`config.mk`:
```
export PLATFORM = sky130hd
export DESIGN_NAME = apb_master_param
export DESIGN_NICKNAME = d
export VERILOG_FILES = /design/src/rtl/apb_pkg.sv /design/src/rtl/apb_slave_decode.sv /design/src/rtl/apb_master_param.sv
export SDC_FILE = /design/constraint.sdc
export NUM_CORES = 1
export LEC_CHECK = 0
export CAP_MARGIN = 20
export CORE_UTILIZATION = 33
export DETAILED_ROUTE_END_ITERATION = 6
export GPL_TIMING_DRIVEN = 0
export PLACE_DENSITY = 0.78
export RECOVER_POWER = 25
export REMOVE_ABC_BUFFERS = 1
export SLEW_MARGIN = 5
export SYNTH_ARGS = -nofsm -noshare
export SYNTH_HDL_FRONTEND = slang
export SYNTH_SLANG_ARGS = --single-unit
```
`constraint.sdc`:
```
create_clock -name pclk -period 3.4 [get_ports pclk]
set_input_delay 0.68 -clock pclk [delete_from_list [all_inputs] [get_ports pclk]]
set_output_delay 0.68 -clock pclk [all_outputs]
set_load 0.02 [all_outputs]
```
`src/rtl/apb_pkg.sv`:
```
// rtl/apb_pkg.sv - shared types, default widths and helpers for the APB master
package apb_pkg;

   typedef enum logic [1:0] {
      ST_IDLE   = 2'd0,
      ST_SETUP  = 2'd1,
      ST_ACCESS = 2'd2,
      ST_RESP   = 2'd3
   } apb_state_t;

   localparam int APB_ADDR_W = 32;
   localparam int APB_DATA_W = 32;

   function automatic int clog2(input int value);
      int r;
      r = 0;
      while ((1 << r) < value) r++;
      return r;
   endfunction

endpackage

```
`src/rtl/apb_slave_decode.sv`:
```
// rtl/apb_slave_decode.sv - combinational one-hot slave select from the address index field
module apb_slave_decode
   import apb_pkg::*;
#(
   parameter int ADDR_W  = APB_ADDR_W,
   parameter int NSLV    = 4,
   parameter int SLV_LSB = 12
) (
   input  logic [ADDR_W-1:0] cmd_addr,
   output logic [NSLV-1:0]   sel,
   output logic              dec_err
);

   localparam int SW = (clog2(NSLV) > 1) ? clog2(NSLV) : 1;

   logic [SW-1:0] w_idx;
   logic          w_unused_addr;

   assign w_idx         = cmd_addr[SLV_LSB +: SW];
   assign w_unused_addr = ^cmd_addr;

   // An index past the last slave selects nothing and flags a decode error.
   always_comb begin
      sel = '0;
      for (int i = 0; i < NSLV; i++) begin
         if (int'(w_idx) == i) sel[i] = 1'b1;
      end
      dec_err = ~|sel;
   end

endmodule

```
`src/rtl/apb_master_param.sv`:
```
// rtl/apb_master_param.sv - parametrised APB4 master, cmd/rsp handshake, optional timeout (APB_MASTER_TIMEOUT_EN)
module apb_master_param
   import apb_pkg::*;
#(
   parameter int ADDR_W  = APB_ADDR_W,
   parameter int DATA_W  = APB_DATA_W,
   parameter int NSLV    = 4,
   parameter int SLV_LSB = 12,
   parameter int TIMEOUT = 255
) (
   input  logic                   pclk,
   input  logic                   prst,
   input  logic                   cmd_valid,
   output logic                   cmd_ready,
   input  logic                   cmd_write,
   input  logic [ADDR_W-1:0]      cmd_addr,
   input  logic [DATA_W-1:0]      cmd_wdata,
   input  logic [DATA_W/8-1:0]    cmd_strb,
   output logic                   rsp_valid,
   input  logic                   rsp_ready,
   output logic [DATA_W-1:0]      rsp_rdata,
   output logic                   rsp_err,
   output logic [NSLV-1:0]        psel,
   output logic                   penable,
   output logic                   pwrite,
   output logic [ADDR_W-1:0]      paddr,
   output logic [DATA_W-1:0]      pwdata,
   output logic [DATA_W/8-1:0]    pstrb,
   input  logic [NSLV*DATA_W-1:0] prdata,
   input  logic [NSLV-1:0]        pready,
   input  logic [NSLV-1:0]        pslverr
);

   localparam int STRB_W = DATA_W / 8;

   apb_state_t        r_state, w_state_nxt;
   logic [NSLV-1:0]   r_psel, w_psel_nxt;
   logic              r_penable, w_penable_nxt;
   logic              r_pwrite, w_pwrite_nxt;
   logic [ADDR_W-1:0] r_paddr, w_paddr_nxt;
   logic [DATA_W-1:0] r_pwdata, w_pwdata_nxt;
   logic [STRB_W-1:0] r_pstrb, w_pstrb_nxt;
   logic              r_rsp_valid, w_rsp_valid_nxt;
   logic [DATA_W-1:0] r_rsp_rdata, w_rsp_rdata_nxt;
   logic              r_rsp_err, w_rsp_err_nxt;

   logic [NSLV-1:0]   w_dec_sel;
   logic              w_dec_err;
   logic              w_accept;
   logic              w_sel_ready;
   logic              w_sel_err;
   logic [DATA_W-1:0] w_sel_rdata;
   logic              w_timeout;
   logic              w_done;

   apb_slave_decode #(
      .ADDR_W  (ADDR_W),
      .NSLV    (NSLV),
      .SLV_LSB (SLV_LSB)
   ) u_decode (
      .cmd_addr (cmd_addr),
      .sel      (w_dec_sel),
      .dec_err  (w_dec_err)
   );

   assign cmd_ready = (r_state == ST_IDLE);
   assign w_accept  = cmd_ready & cmd_valid;

   // Only the slave currently held in psel is observed; all others are masked.
   always_comb begin
      w_sel_ready = 1'b0;
      w_sel_err   = 1'b0;
      w_sel_rdata = '0;
      for (int i = 0; i < NSLV; i++) begin
         if (r_psel[i]) begin
            w_sel_ready = w_sel_ready | pready[i];
            w_sel_err   = w_sel_err | pslverr[i];
            w_sel_rdata = w_sel_rdata | prdata[i*DATA_W +: DATA_W];
         end
      end
   end

`ifdef APB_MASTER_TIMEOUT_EN
   localparam int TW = clog2(TIMEOUT + 1);

   logic [TW-1:0] r_tmo_cnt;

   always_ff @(posedge pclk or posedge prst) begin
      if (prst) begin
         r_tmo_cnt <= '0;
      end else if (w_accept) begin
         r_tmo_cnt <= '0;
      end else if ((r_state == ST_ACCESS) && !w_sel_ready) begin
         r_tmo_cnt <= r_tmo_cnt + 1'b1;
      end
   end

   // Fires on the stalled cycle that brings the count to TIMEOUT; a late pready still wins.
   assign w_timeout = (r_state == ST_ACCESS) && !w_sel_ready && (r_tmo_cnt == TW'(TIMEOUT - 1));
`else
   localparam int unused_timeout = TIMEOUT;

   assign w_timeout = 1'b0;
`endif

   assign w_done = (r_state == ST_ACCESS) && (w_sel_ready || w_timeout);

   always_ff @(posedge pclk or posedge prst) begin
      if (prst) r_state <= ST_IDLE;
      else      r_state <= w_state_nxt;
   end

   always_comb begin
      w_state_nxt = r_state;
      case (r_state)
         ST_IDLE:   if (w_accept) w_state_nxt = w_dec_err ? ST_RESP : ST_SETUP;
         ST_SETUP:  w_state_nxt = ST_ACCESS;
         ST_ACCESS: if (w_done) w_state_nxt = ST_RESP;
         ST_RESP:   if (rsp_ready) w_state_nxt = ST_IDLE;
         default:   w_state_nxt = ST_IDLE;
      endcase
   end

   always_comb begin
      w_psel_nxt      = r_psel;
      w_penable_nxt   = 1'b0;
      w_pwrite_nxt    = r_pwrite;
      w_paddr_nxt     = r_paddr;
      w_pwdata_nxt    = r_pwdata;
      w_pstrb_nxt     = r_pstrb;
      w_rsp_valid_nxt = (w_state_nxt == ST_RESP);
      w_rsp_rdata_nxt = r_rsp_rdata;
      w_rsp_err_nxt   = r_rsp_err;
      case (r_state)
         ST_IDLE: begin
            if (w_accept) begin
               w_paddr_nxt     = cmd_addr;
               w_pwrite_nxt    = cmd_write;
               w_pwdata_nxt    = cmd_wdata;
               w_pstrb_nxt     = cmd_write ? cmd_strb : '0;
               w_psel_nxt      = w_dec_sel;
               w_rsp_rdata_nxt = '0;
               w_rsp_err_nxt   = w_dec_err;
            end
         end
         ST_SETUP: w_penable_nxt = 1'b1;
         ST_ACCESS: begin
            if (w_done) begin
               w_psel_nxt      = '0;
               w_rsp_err_nxt   = w_sel_ready ? w_sel_err : 1'b1;
               w_rsp_rdata_nxt = (w_sel_ready && !r_pwrite && !w_sel_err) ? w_sel_rdata : '0;
            end else begin
               w_penable_nxt = 1'b1;
            end
         end
         default: ;
      endcase
   end

   always_ff @(posedge pclk or posedge prst) begin
      if (prst) begin
         r_psel      <= '0;
         r_penable   <= 1'b0;
         r_pwrite    <= 1'b0;
         r_paddr     <= '0;
         r_pwdata    <= '0;
         r_pstrb     <= '0;
         r_rsp_valid <= 1'b0;
         r_rsp_rdata <= '0;
         r_rsp_err   <= 1'b0;
      end else begin
         r_psel      <= w_psel_nxt;
         r_penable   <= w_penable_nxt;
         r_pwrite    <= w_pwrite_nxt;
         r_paddr     <= w_paddr_nxt;
         r_pwdata    <= w_pwdata_nxt;
         r_pstrb     <= w_pstrb_nxt;
         r_rsp_valid <= w_rsp_valid_nxt;
         r_rsp_rdata <= w_rsp_rdata_nxt;
         r_rsp_err   <= w_rsp_err_nxt;
      end
   end

   assign psel      = r_psel;
   assign penable   = r_penable;
   assign pwrite    = r_pwrite;
   assign paddr     = r_paddr;
   assign pwdata    = r_pwdata;
   assign pstrb     = r_pstrb;
   assign rsp_valid = r_rsp_valid;
   assign rsp_rdata = r_rsp_rdata;
   assign rsp_err   = r_rsp_err;

endmodule

```
==> flow_summary.json <==
{
  "status": "finished with violations",
  "violations": "DRC, capacitance limit, slew limit",
  "yosys.area.top_type_share_pct": 54.90,
  "drc_errors": 24,
  "critPathLaunchType": "flop",
  "maxCapViolCount": 1,
  "first_pass_iters": 7,
  "clock.fmax_ghz": 0.3656,
  "slew_headroom_pct": -38.12,
  "pwr-share-comb_pct": 10.5,
  "postCtsSetupRepairBufs": 0,
  "start_util_pct": 34.11,
  "path_delay_family": "flip-flops",
  "r2r-start": "psel[0]$_DFFE_PP0P_",
  "gr-total-overflow": 0,
  "grt_usage_pct": 21.58,
  "total_power_mw": 2.668,
  "worst-path-buf-inv": 2,
  "p_leak_nw": 3.854,
  "grt_setup_unrepaired": "false",
  "rows": 44,
  "design.core.area_sq_mm": 0.01470,
  "grt_antenna_before_repair": 0,
  "fin_crit_ns": 2.735,
  "synth_warnings": 0,
  "seq_power_share_pct": 49.0,
  "synthTopCellsByArea": "dfrtp_1 55%, mux2_2 15%, a22oi_1 9.9%",
  "h-tree-depth": 3,
  "syn-cell-area_sq_mm": 0.005014,
  "min_delay_worst_endpoint": "pstrb[0]$_DFFE_PP0P_",
  "critPathArrivalTime_ns": 2.06,
  "cts_tree": "built",
  "fin_crit_sh_pct": 80.45,
  "p_int_mw": 2.131,
  "ys_seq_area_share_pct": 54.90,
  "hold_depth": 2,
  "yosys_register_bits": 110,
  "path_cells": "buf_16 -> clkdlybuf4s50_1",
  "powerDensity_mw_per_mm2": 306.1,
  "cts_resized": 0,
  "die_h_microns": 125.3,
  "synthCells": 396,
  "criticalPathCategory": "reg2out",
  "rr_endpoint": "rsp_rdata[7]$_DFFE_PP0P_",
  "worstRegToRegCells": 4,
  "min-delay-start": "pstrb[0]$_DFFE_PP0P_",
  "setup_viol": 0,
  "gp_congestion": 0.8434,
  "switching_power_mw": 0.5371,
  "dieWidth_microns": 125.3,
  "ir_drop_mv": 0.2034,
  "dpl.hpwl_microns": 12800,
  "slew_viol_final": 45,
  "routed_wl_microns": 16730,
  "synth_cell_type_count": 33,
  "worst_path_largest_cell_delay_ns": 0.85,
  "syn_to_final_growth_pct": 73.82,
  "clockBufferDepth": 2,
  "hold_class": "reg2reg",
  "diodes": 0,
  "sw_frac_of_total_pct": 20.13,
  "wl_per_cell_microns": 18.90,
  "postRouteAntennaNets": 0,
  "via_count": 4655,
  "drt_iter0_drc": 276,
  "report.final.hold_viol_count": 0,
  "cp-startpoint": "psel[3]$_DFFE_PP0P_",
  "io_pins": 318,
  "viasPerCell": 5.260,
  "cts_root_buffer": "clkbuf_16",
  "grt_pass1_vias": 5078,
  "crit_path_top_delay_cell": "dfrtp_1",
  "drive_gt1_share_pct": 13.69,
  "grt_pass1_wl_microns": 26540,
  "dr_wl_met2_microns": 8666,
  "grt_max_degree": 72,
  "dr.max_layer_used": "met4",
  "met3_length_microns": 1898,
  "num-nets-final": 910,
  "reg2reg_slack_ns": 1.15,
  "insertion_delay_ns": 0.34,
  "end_kind": "output port",
  "yosys.area.top_type": "dfrtp_1",
  "pwr-share-clk_pct": 40.5,
  "cts-hold-fix-buffers": 0,
  "numCtsBuffers": 9,
  "cts.clk_slew.worst_paths_ns": 0.07,
  "max_slew.worst_pin.slew_ns": 2.060,
  "wl_met1_microns": 5721,
  "avgSynthCellArea_sq_um": 12.66,
  "die-area_sq_mm": 0.01569,
  "skew_ns": 0.007185,
  "nFillCells": 1158,
  "worst_hold_slack_ns": 0.4858,
  "cp_max_fo": 19,
  "crit_required_ns": 2.72,
  "portBuffers": 317,
  "cts.sinks": 110
}
## cell usage after synthesis
library cell,number
dfrtp_1,110
a22oi_1,66
mux2_2,65
nand2_1,45
a32o_1,33
clkbuf_1,15
buf_2,10
buf_6,8
a22o_1,5
inv_1,5
o21ai_0,5
ha_1,4
nand3b_1,2
nor2_1,2
nor2b_1,2
nor3_1,2
a211o_1,1
a211oi_2,1
a21o_1,1
a22o_4,1
a32o_2,1
a32oi_1,1
buf_1,1
buf_4,1
inv_2,1
nand3_1,1
nor3_2,1
o21a_1,1
o21bai_1,1
o22ai_1,1
o31ai_1,1
o31ai_4,1
o32ai_1,1
## per-layer routing
layer / GRT usage, % / vias up
met3: 9.457 / 29
met1: 22.05 / 2289
met4: 8.465 / 0
met2: 38.65 / 233
met5: 0 / -
li1: - / 2104
## power by group through the flow
stage	logic (mW)	clock network, mW	registers (mW)
6_report	0.279	1.08	1.31
5_1_grt	0.299	1.17	1.31
4_1_cts	0.284	1.11	1.31
3_5_place_dp	0.282	0	1.33
3_3_place_gp	0.271	0	1.33
2_1_floorplan	0.0224	0	1.33
## registers in the layout (all words and copies together), names as in the netlist
name / cells
paddr: 32
penable: 1
psel: 4
pstrb: 4
pwdata: 32
pwrite: 1
r_state: 2
rsp_err: 1
rsp_rdata: 32
rsp_valid: 1
## final cells by class
class                      count  area, sq um  area share (%)
clock inverter                 4        53.80          0.6174
clock buffer                  11        252.7           2.900
sequential                   110         2754           31.60
multi-input combinational    245         2044           23.46
tap                          184        230.2           2.642
timing repair buffer         325         3356           38.51
inverter                       6        23.77          0.2728
## tightest hold or removal path: stages, from the launching register on
cell,delay (ns)
dfrtp_1,0.35
nand2_1,0.05
o21ai_0,0.06
## kinds of logic after synthesis
kind of cell / after synthesis / synth area share (%)
AOI/OAI and AO/OA: 121 / 20.34
DFF: 110 / 54.90
muxes: 65 / 14.60
and+or+nand+nor: 55 / 4.567
buffers and inverters: 41 / 4.592
adders and majority gates: 4 / 0.9983
## cells in the final DEF (no fill, tap or decap), drive strengths merged, types with 2 or more instances in the layout
cell type,synthesis,final
a22o,6,6
a22oi,66,66
a32o,34,34
buf,20,8
clkbuf,15,11
clkdlybuf4s50,0,316
clkinvlp,0,3
dfrtp,110,110
ha,4,4
inv,6,6
mux2,65,65
nand2,45,45
nand3b,2,2
nor2,2,2
nor2b,2,2
nor3,3,3
o21ai,5,5
o31ai,2,2
## worst max-delay path by stage
stage | end | slack, ns | depth (start not counted)
2_1_floorplan | paddr[0]$_DFFE_PP0P_ | -0.18 | 1
3_3_place_gp | r_state[0]$_DFF_PP0_ | -1.66 | 2
3_5_place_dp | psel[0] | 0.71 | 1
4_1_cts | psel[0] | 0.32 | 1
5_1_grt | psel[3] | 0.55 | 2
6_report | psel[3] | 0.66 | 2
## through the flow
stage	worst slack (ns)	instances	setup TNS [ns]	utilization [%]	area [sq um]
after global routing	0.5486	885	0	59.29	8715
after detailed placement	0.7104	870	0	57.25	8416
after floorplan	-0.1823	361	-20.05	-	4806
final	0.6647	885	0	59.29	8715
after global placement	-1.664	862	-223.92	55.85	8209
after CTS	0.3209	885	0	59.34	8722
Power figures use the tool's default switching activity.
